[src/rtl/weight_stream_loader.sv]
// weight_stream_loader
//
// Takes a stream of 32-bit beats, splits each beat into two 16-bit weight words and writes them
// one per cycle onto the broadcast weight bus. Addresses auto-increment from a per-transfer base.
//
// Parameters:
//   COUNT_WIDTH  width of the per-transfer word count
//   WORD_ORDER   "low_first" issues s_data[15:0] first, "high_first" issues s_data[31:16] first
//
// Ports:
//   clk, rst          clock, asynchronous active-high reset
//   start             one-cycle transfer request, honoured only when idle
//   start_addr        bus address of word 0 of the transfer
//   num_words         number of 16-bit words in the transfer
//   s_data/s_valid    input beat stream
//   s_ready           loader can take a beat
//   weight_wr_*       weight write bus (data, address, one-word strobe)
//   busy              transfer in progress
//   done              one-cycle pulse after the last write of a transfer
module weight_stream_loader #(
    parameter int unsigned COUNT_WIDTH = 20,
    parameter string       WORD_ORDER  = "low_first"
) (
    input  logic                   clk,
    input  logic                   rst,
    input  logic                   start,
    input  logic [31:0]            start_addr,
    input  logic [COUNT_WIDTH-1:0] num_words,
    input  logic [31:0]            s_data,
    input  logic                   s_valid,
    output logic                   s_ready,
    output logic [15:0]            weight_wr_data,
    output logic [31:0]            weight_wr_addr,
    output logic                   weight_wr_en,
    output logic                   busy,
    output logic                   done
);

    localparam bit HighFirst = (WORD_ORDER == "high_first");

    typedef enum logic [1:0] {StIdle, StLoad, StDone} state_e;

    state_e                 state_q, state_d;
    logic [31:0]            addr_q, addr_d;      // address of the next word to be written
    logic [COUNT_WIDTH-1:0] num_q, num_d;
    logic [COUNT_WIDTH-1:0] acc_q, acc_d;        // words taken from the stream so far
    logic [COUNT_WIDTH-1:0] iss_q, iss_d;        // words written to the bus so far
    logic [15:0]            hold_q, hold_d;
    logic                   hold_vld_q, hold_vld_d;

    logic [15:0]            wr_data_q, wr_data_d;
    logic [31:0]            wr_addr_q, wr_addr_d;
    logic                   wr_en_q, wr_en_d;
    logic                   s_ready_q, s_ready_d;
    logic                   busy_q, busy_d;
    logic                   done_q, done_d;

    logic [15:0]            first_word, second_word;
    logic [COUNT_WIDTH-1:0] remaining;
    logic                   emit;
    logic [15:0]            emit_word;

    assign first_word  = HighFirst ? s_data[31:16] : s_data[15:0];
    assign second_word = HighFirst ? s_data[15:0]  : s_data[31:16];
    assign remaining   = num_q - acc_q;

    always_comb begin
        state_d    = state_q;
        addr_d     = addr_q;
        num_d      = num_q;
        acc_d      = acc_q;
        iss_d      = iss_q;
        hold_d     = hold_q;
        hold_vld_d = hold_vld_q;
        wr_data_d  = wr_data_q;
        wr_addr_d  = wr_addr_q;
        wr_en_d    = 1'b0;
        done_d     = 1'b0;
        emit       = 1'b0;
        emit_word  = hold_q;

        unique case (state_q)
            StIdle: begin
                if (start) begin
                    addr_d     = start_addr;
                    num_d      = num_words;
                    acc_d      = '0;
                    iss_d      = '0;
                    hold_vld_d = 1'b0;
                    state_d    = (num_words == '0) ? StDone : StLoad;
                end
            end
            StLoad: begin
                // s_ready_q is low while the hold register is full, so draining and accepting
                // a new beat never happen in the same cycle.
                if (hold_vld_q) begin
                    emit       = 1'b1;
                    emit_word  = hold_q;
                    hold_vld_d = 1'b0;
                end else if (s_valid && s_ready_q) begin
                    emit      = 1'b1;
                    emit_word = first_word;
                    if (remaining >= COUNT_WIDTH'(2)) begin
                        hold_d     = second_word;
                        hold_vld_d = 1'b1;
                        acc_d      = acc_q + COUNT_WIDTH'(2);
                    end else begin
                        // Odd tail: the second half of the last beat is dropped.
                        acc_d = acc_q + COUNT_WIDTH'(1);
                    end
                end
                if (emit) begin
                    wr_en_d   = 1'b1;
                    wr_data_d = emit_word;
                    wr_addr_d = addr_q;
                    addr_d    = addr_q + 32'd1;
                    iss_d     = iss_q + COUNT_WIDTH'(1);
                end
                if (iss_d == num_q) begin
                    state_d = StDone;
                end
            end
            StDone: begin
                done_d  = 1'b1;
                state_d = StIdle;
            end
            default: state_d = StIdle;
        endcase

        s_ready_d = (state_d == StLoad) && !hold_vld_d && (acc_d != num_d);
        // busy stays up through the done pulse and drops the cycle after it.
        busy_d    = (state_d != StIdle) || (state_q == StDone);
    end

    always_ff @(posedge clk or posedge rst) begin
        if (rst) begin
            state_q    <= StIdle;
            addr_q     <= '0;
            num_q      <= '0;
            acc_q      <= '0;
            iss_q      <= '0;
            hold_q     <= '0;
            hold_vld_q <= 1'b0;
            wr_data_q  <= '0;
            wr_addr_q  <= '0;
            wr_en_q    <= 1'b0;
            s_ready_q  <= 1'b0;
            busy_q     <= 1'b0;
            done_q     <= 1'b0;
        end else begin
            state_q    <= state_d;
            addr_q     <= addr_d;
            num_q      <= num_d;
            acc_q      <= acc_d;
            iss_q      <= iss_d;
            hold_q     <= hold_d;
            hold_vld_q <= hold_vld_d;
            wr_data_q  <= wr_data_d;
            wr_addr_q  <= wr_addr_d;
            wr_en_q    <= wr_en_d;
            s_ready_q  <= s_ready_d;
            busy_q     <= busy_d;
            done_q     <= done_d;
        end
    end

    assign s_ready        = s_ready_q;
    assign weight_wr_data = wr_data_q;
    assign weight_wr_addr = wr_addr_q;
    assign weight_wr_en   = wr_en_q;
    assign busy           = busy_q;
    assign done           = done_q;

endmodule

[config.mk]
export PLATFORM = sky130hd
export DESIGN_NAME = weight_stream_loader
export DESIGN_NICKNAME = d
export VERILOG_FILES = /design/src/rtl/weight_stream_loader.sv
export SDC_FILE = /design/constraint.sdc
export NUM_CORES = 1
export LEC_CHECK = 0
export ABC_AREA = 1
export CORE_MARGIN = 2
export CORE_UTILIZATION = 35
export DETAILED_ROUTE_END_ITERATION = 12
export HOLD_SLACK_MARGIN = 0.12
export PLACE_DENSITY = 0.6
export SKIP_CTS_REPAIR_TIMING = 1
export SLEW_MARGIN = 40
export SYNTH_ARGS = -nofsm -noshare
export SYNTH_HDL_FRONTEND = slang
export SYNTH_SLANG_ARGS = --single-unit
[constraint.sdc]
create_clock -name clk -period 5.2 [get_ports clk]
set_input_delay 0.78 -clock clk [delete_from_list [all_inputs] [get_ports clk]]
set_output_delay 0.78 -clock clk [all_outputs]
set_load 0.03 [all_outputs]
# Yosys cells after proc, flatten, opt, wreduce, memory -nomap -nowiden
# Index checks and enable logic that the tools add are counted.
word_totals:
  output_inout_bits: 52
  inputBits: 88
  ff_bits: 163
  word_cells: 71
op_classes:
  add_sub_neg: 5
  n_bitwise: 1
  n_eq_ne: 7
  order_cmp: 1
  n_reduce_logical: 13
  mux: 31
ops:
  columns: ["op", "n"]
  rows:
  - ["$mux W20", 9]
  - ["$pmux W20 S2", 2]
  - ["$mux W32", 2]
  - ["$pmux W32 S2", 1]
  - ["$add A20 B1 Y20 const B", 2]
  - ["$add A32 B1 Y32 const B", 1]
  - ["$mux W16", 2]
  - ["$add A20 B2 Y20 const B", 1]
  - ["$eq A20 B20 Y1", 1]
  - ["$ge A20 B2 Y1 const B", 1]
  - ["$logic_not A20 Y1", 1]
  - ["$ne A20 B20 Y1", 1]
  - ["$sub A20 B20 Y20", 1]
  - ["$mux W1", 10]
  - ["$mux W2", 3]
  - ["$eq A2 B1 Y1 const B", 2]
  - ["$ne A2 B2 Y1 const B", 2]
  - ["$pmux W2 S2", 1]
  - ["$reduce_and A2 Y1", 2]
  - ["$reduce_and A4 Y1", 1]
  - ["$reduce_bool A2 Y1", 2]
  - ["$logic_and A1 B1 Y1", 3]
  - ["$reduce_and A3 Y1", 1]
  - ["$eq A2 B2 Y1 const B", 1]
  - ["other kinds (5)", 5]

# Logic depth before layout (Yosys ltp)
logic_depth:
  depth_word: 12
  mapped_depth: 28
  mapped_depth_nobuf: 28

# Worst setup path after synthesis
# Ideal clock, no wire load.
synth_timing:
  kind: "register to register"
  from: "reg num_q[0]"
  to: "reg hold_q[0]"
  slack_ps: 2180
  stages_incl_launch_ff: 20
  arrival_ps: 2895
  required_time_ps: 5075
  synth_period_minus_slack_ps: 3020
  n_path_buf: 1
  setup_ps: 125
  path_cell_list: "dfrtp_1 inv_1 ha_1 inv_1 fa_1 nand2_1 nand2_1 nand3_1 nand2_1 nand2_1 nand2_1 nand2_1 nand2_1 nor2_2 nand3_2 nor2_8 nand2_4 nand2_1 buf_2 mux2_2"
synth_via:
  elab_chain_cells: 3
synth_rtl:
  columns: ["element", "line", "text"]
  rows:
  - ["from (decl)", "45", "logic [COUNT_WIDTH-1:0] num_q, num_d;"]
  - ["from (signal assigned)", "153", "num_q <= num_d;"]
  - ["$sub A20 B20 Y20", "65", "assign remaining = num_q - acc_q;"]
  - ["$ge A20 B2 Y1", "103", "if (remaining >= COUNT_WIDTH'(2)) begin"]
  - ["$reduce_and A4 Y1 (no line)", null, null]
  - ["to (signal assigned)", "156", "hold_q <= hold_d;"]
  - ["to (decl)", "48", "logic [15:0] hold_q, hold_d;"]
# Every way passes these cells.
# A chain may end at the register's enable or synchronous reset.

# Worst setup path in the final report
layout_timing:
  from: "reg acc_q[1]"
  to: "reg s_ready_q, in the netlist s_ready"
layout_via:
  elab_cells_between_ends: 17
  classes_between: "add/sub (3); order compare (1); eq/ne (1); mux (9); reduce/logical (3)"
layout_rtl:
  columns: ["element", "line", "text"]
  rows:
  - ["from (decl)", "46", "logic [COUNT_WIDTH-1:0] acc_q, acc_d;"]
  - ["from (signal assigned)", "140", "acc_q <= '0;"]
  - ["from (signal assigned)", "154", "acc_q <= acc_d;"]
  - ["$sub A20 B20 Y20", "65", null]
  - ["$ge A20 B2 Y1", "103", null]
  - ["$mux W20 *", "103", null]
  - ["$mux W20 *", "100", "end else if (s_valid && s_ready_q) begin"]
  - ["$mux W20 *", "96", "if (hold_vld_q) begin"]
  - ["$pmux W20 S2 *", "82", "unique case (state_q)"]
  - ["via acc_d[9]", "46", null]
  - ["$ne A20 B20 Y1 *", "130", "s_ready_d = (state_d == StLoad) && !hold_vld_d && (acc_d != num_d);"]
  - ["$logic_and A1 B1 Y1 *", "130", null]
  - ["via s_ready_d", "54", "logic s_ready_q, s_ready_d;"]
  - ["to (signal assigned)", "161", "s_ready_q <= s_ready_d;"]
  - ["to (decl)", "54", null]
# The timed path passes the listed nets; every way through them passes the cells marked *.

==> results.yml <==
run_status:
  run_status: "finished clean"
cts:
  cts_buffer_depth: 2
  clk_latency_ps: 430
  cts_buffers: 17
  root_buffer: "clkbuf_16"
  path_clk_slew_ps: 70
  clock-sinks: 163
  cts_max_level: 4
  cts_tree: "done"
drt:
  routedWlPerCell_um: 15.5
  dr.first_iter.drc_count: 736
  via_per_inst: 5.02
  first_pass_iters: 6
  ant_nets: 0
  drcViolationCount: 0
  vias: 9997
  finalWirelength_um: 30800
timing:
  timing.final.crit_share_pct: 70.7
  slew-limit-headroom_pct: 48.4
  worst_pin_slew_ps: 773
  setup_viol_count_final: 0
  rsz0062_at_grt: "no"
  finClkSkew_ps: 15.5
  holdWs_ps: 487
  period_needed_ps: 3680
  hold_viol: 0
  fin_tns_setup_ps: 0
  fmax_mhz: 272
  slew_violations: 0
synth:
  syn-num-nets: 1575
  synth_ff_type: "dfrtp_1"
  syn_area_um2: 10400
  synth.largest_area_cell: "dfrtp_1"
  ys_types: 44
  ys_top_cells_by_count: "nand2_1, inv_1, dfrtp_1"
  synth.top_cells.by_area: "dfrtp_1, nand2_1, inv_1"
  synth_area_per_cell_um2: 7.12
  ys_ff_latch: 163
  ys_warn_count: 0
  synth_edf_count: 0
  synth_top_area_share_pct: 39.2
  ys_async_sr_fraction_pct: 100
  synth_most_common_cell: "nand2_1"
  syn_inst: 1463
  seq_area_frac_synth_pct: 39.2
final_layout:
  fin_nets: 1700
  layout-drive-gt1-share_pct: 7.31
  post-route-util_pct: 43.6
  fillers: 2990
  syn_to_final_growth_pct: 23.3
  diodes: 0
  fin_area_um2: 12800
setup_path:
  reg2reg_from: "acc_q[1]$_DFF_PP0_"
  endpoint: "s_ready$_DFF_PP0_"
  crit_family: "simple AND/OR/NAND/NOR gates"
  endpoint_kind: "flip-flop"
  rr_worst_depth: 26
  slowest_stage: "dfrtp_1"
  crit_path_frequent_cell: "nand2_1"
  crit_required_ps: 5510
  crit_cells: 26
  critPathKind: "flip-flop to flip-flop"
  r2r-end: "s_ready$_DFF_PP0_"
  max_stage_delay_ps: 500
  critPathMaxFanout: 13
  crit_buf_inv: 2
  worstSetupStartpoint: "acc_q[1]$_DFF_PP0_"
  start_kind: "flip-flop"
  rrSetupSlack_ps: 1520
  worstPathArrival_ps: 3990
pwr:
  p_per_area_nw_per_um2: 525
  vdd_ir_drop_max_mv: 0.247
  power_mw: 6.74
  p_leak_nw: 6.05
  p_comb_share_pct: 48.6
  switching_share_pct: 45.2
  clkPwrFrac_pct: 19.7
  seq_power_share_pct: 31.7
  p_sw_mw: 3.05
  p_int_mw: 3.69
floorplan:
  core.rowCount: 63
  die_x_um: 177
  initial_core_util_pct: 35.3
  die_y_um: 177
  die_area_um2: 31200
  core_um2: 29500
  ios: 140
global_routing:
  grt_overflow: 0
  grt_use_total_pct: 20.2
  grt_pass1_vias: 9808
  antenna_found_initial: 1
  grt_first_pass_wirelength_um: 50500
  grt_start_max_net_pins: 104
placement:
  hpwl_um: 23200
  io_buffers: 139
  post_dp_cell_area_um2: 12200
  gp_congestion: 0.911
flow_run:
  maxCapViolations: 0
hold_path:
  hold_class: "flip-flop to flip-flop"
[how the worst min path moves through the flow]
| stage | endpoint | cells past startpoint | from | slack, ps |
|---|---|---|---|---|
| 2_1_floorplan | done$_DFF_PP0_ | 1 | state_q[0]$_DFF_PP0_ | 430 |
| 3_5_place_dp | weight_wr_data[5]$_DFFE_PP0P_ | 2 | weight_wr_data[5]$_DFFE_PP0P_ | 480 |
| 6_report | weight_wr_data[15]$_DFFE_PP0P_ | 2 | weight_wr_data[15]$_DFFE_PP0P_ | 490 |
| 5_1_grt | weight_wr_addr[26]$_DFFE_PP0P_ | 2 | weight_wr_addr[26]$_DFFE_PP0P_ | 520 |
| 3_3_place_gp | weight_wr_data[13]$_DFFE_PP0P_ | 2 | weight_wr_data[13]$_DFFE_PP0P_ | 470 |
| 4_1_cts | done$_DFF_PP0_ | 1 | state_q[0]$_DFF_PP0_ | 490 |
[per-layer routing]
layer	GRT usage [%]	part of all wire [%]
met1	26.8	45
met2	33.3	47
met3	4.41	5.9
met4	5.51	2.0
met5	0	0.052
[state kept, by name (all words and copies together) (netlist names), 2 cells and up]
register	cells
state_q	2
addr_q	32
weight_wr_addr	32
hold_q	16
acc_q	20
weight_wr_data	16
iss_q	20
num_q	20
[power by group through the flow]
stage	logic [mW]	registers (mW)	clock network, mW
2_1_floorplan	1.94	2.39	0
3_3_place_gp	3.24	2.14	0
3_5_place_dp	3.27	2.15	0
4_1_cts	3.29	2.13	1.35
5_1_grt	3.68	2.20	1.41
6_report	3.28	2.14	1.33
[layout by cell type, fill, tap and decap left out, types with 3 or more instances in the layout]
cell,n
buf_4,7
mux2_2,16
clkbuf_16,17
o21ai_0,137
nor4_1,13
o221ai_1,3
nand3b_1,5
nand3_2,8
a31oi_1,3
inv_2,15
ha_1,23
nand3_1,97
or4_1,3
or2_2,5
dfrtp_1,163
clkinvlp_4,3
inv_1,209
o22ai_1,38
clkdlybuf4s50_1,139
nand2_1,395
a211oi_1,4
xor2_1,42
nor3_1,22
inv_8,6
nor2_2,7
nand4_1,29
nand2_2,13
nor2_1,117
a21oi_1,30
[per-stage QoR]
stage | cells | setup WS, ps
global placement | 1959 | 1500
CTS | 1991 | 1450
global route | 1991 | 1130
detailed placement | 1959 | 1470
finish | 1991 | 1520
floorplan | 1463 | 15.0
[layout make-up]
class	count	area (um2)	share of cell area [%]
repair buffers	147	1460	11.4
flip-flops and latches	163	4080	31.8
multi-input cells	1034	5350	41.6
clock buffers	18	429	3.34
clock inverters	14	189	1.47
well taps	390	488	3.80
inverters	225	852	6.63
[worst register-to-register path: cells and delay by family, from the launching register on]
kind | cells | cell delay (ps)
buffers and inverters | 2 | 190
DFF | 1 | 500
and+or+nand+nor | 23 | 2370
adders and majority gates | 1 | 500
[logic make-up after synthesis]
group / count (synthesis) / synth area share (%)
xor+xnor: 45 / 3.96
mux: 16 / 1.73
flops: 163 / 39.2
simple gates: 726 / 30.9
fa+ha+maj: 24 / 2.96
compound gates: 223 / 11.6
buf+inv: 266 / 9.68
(Power assumes the default switching activity.)
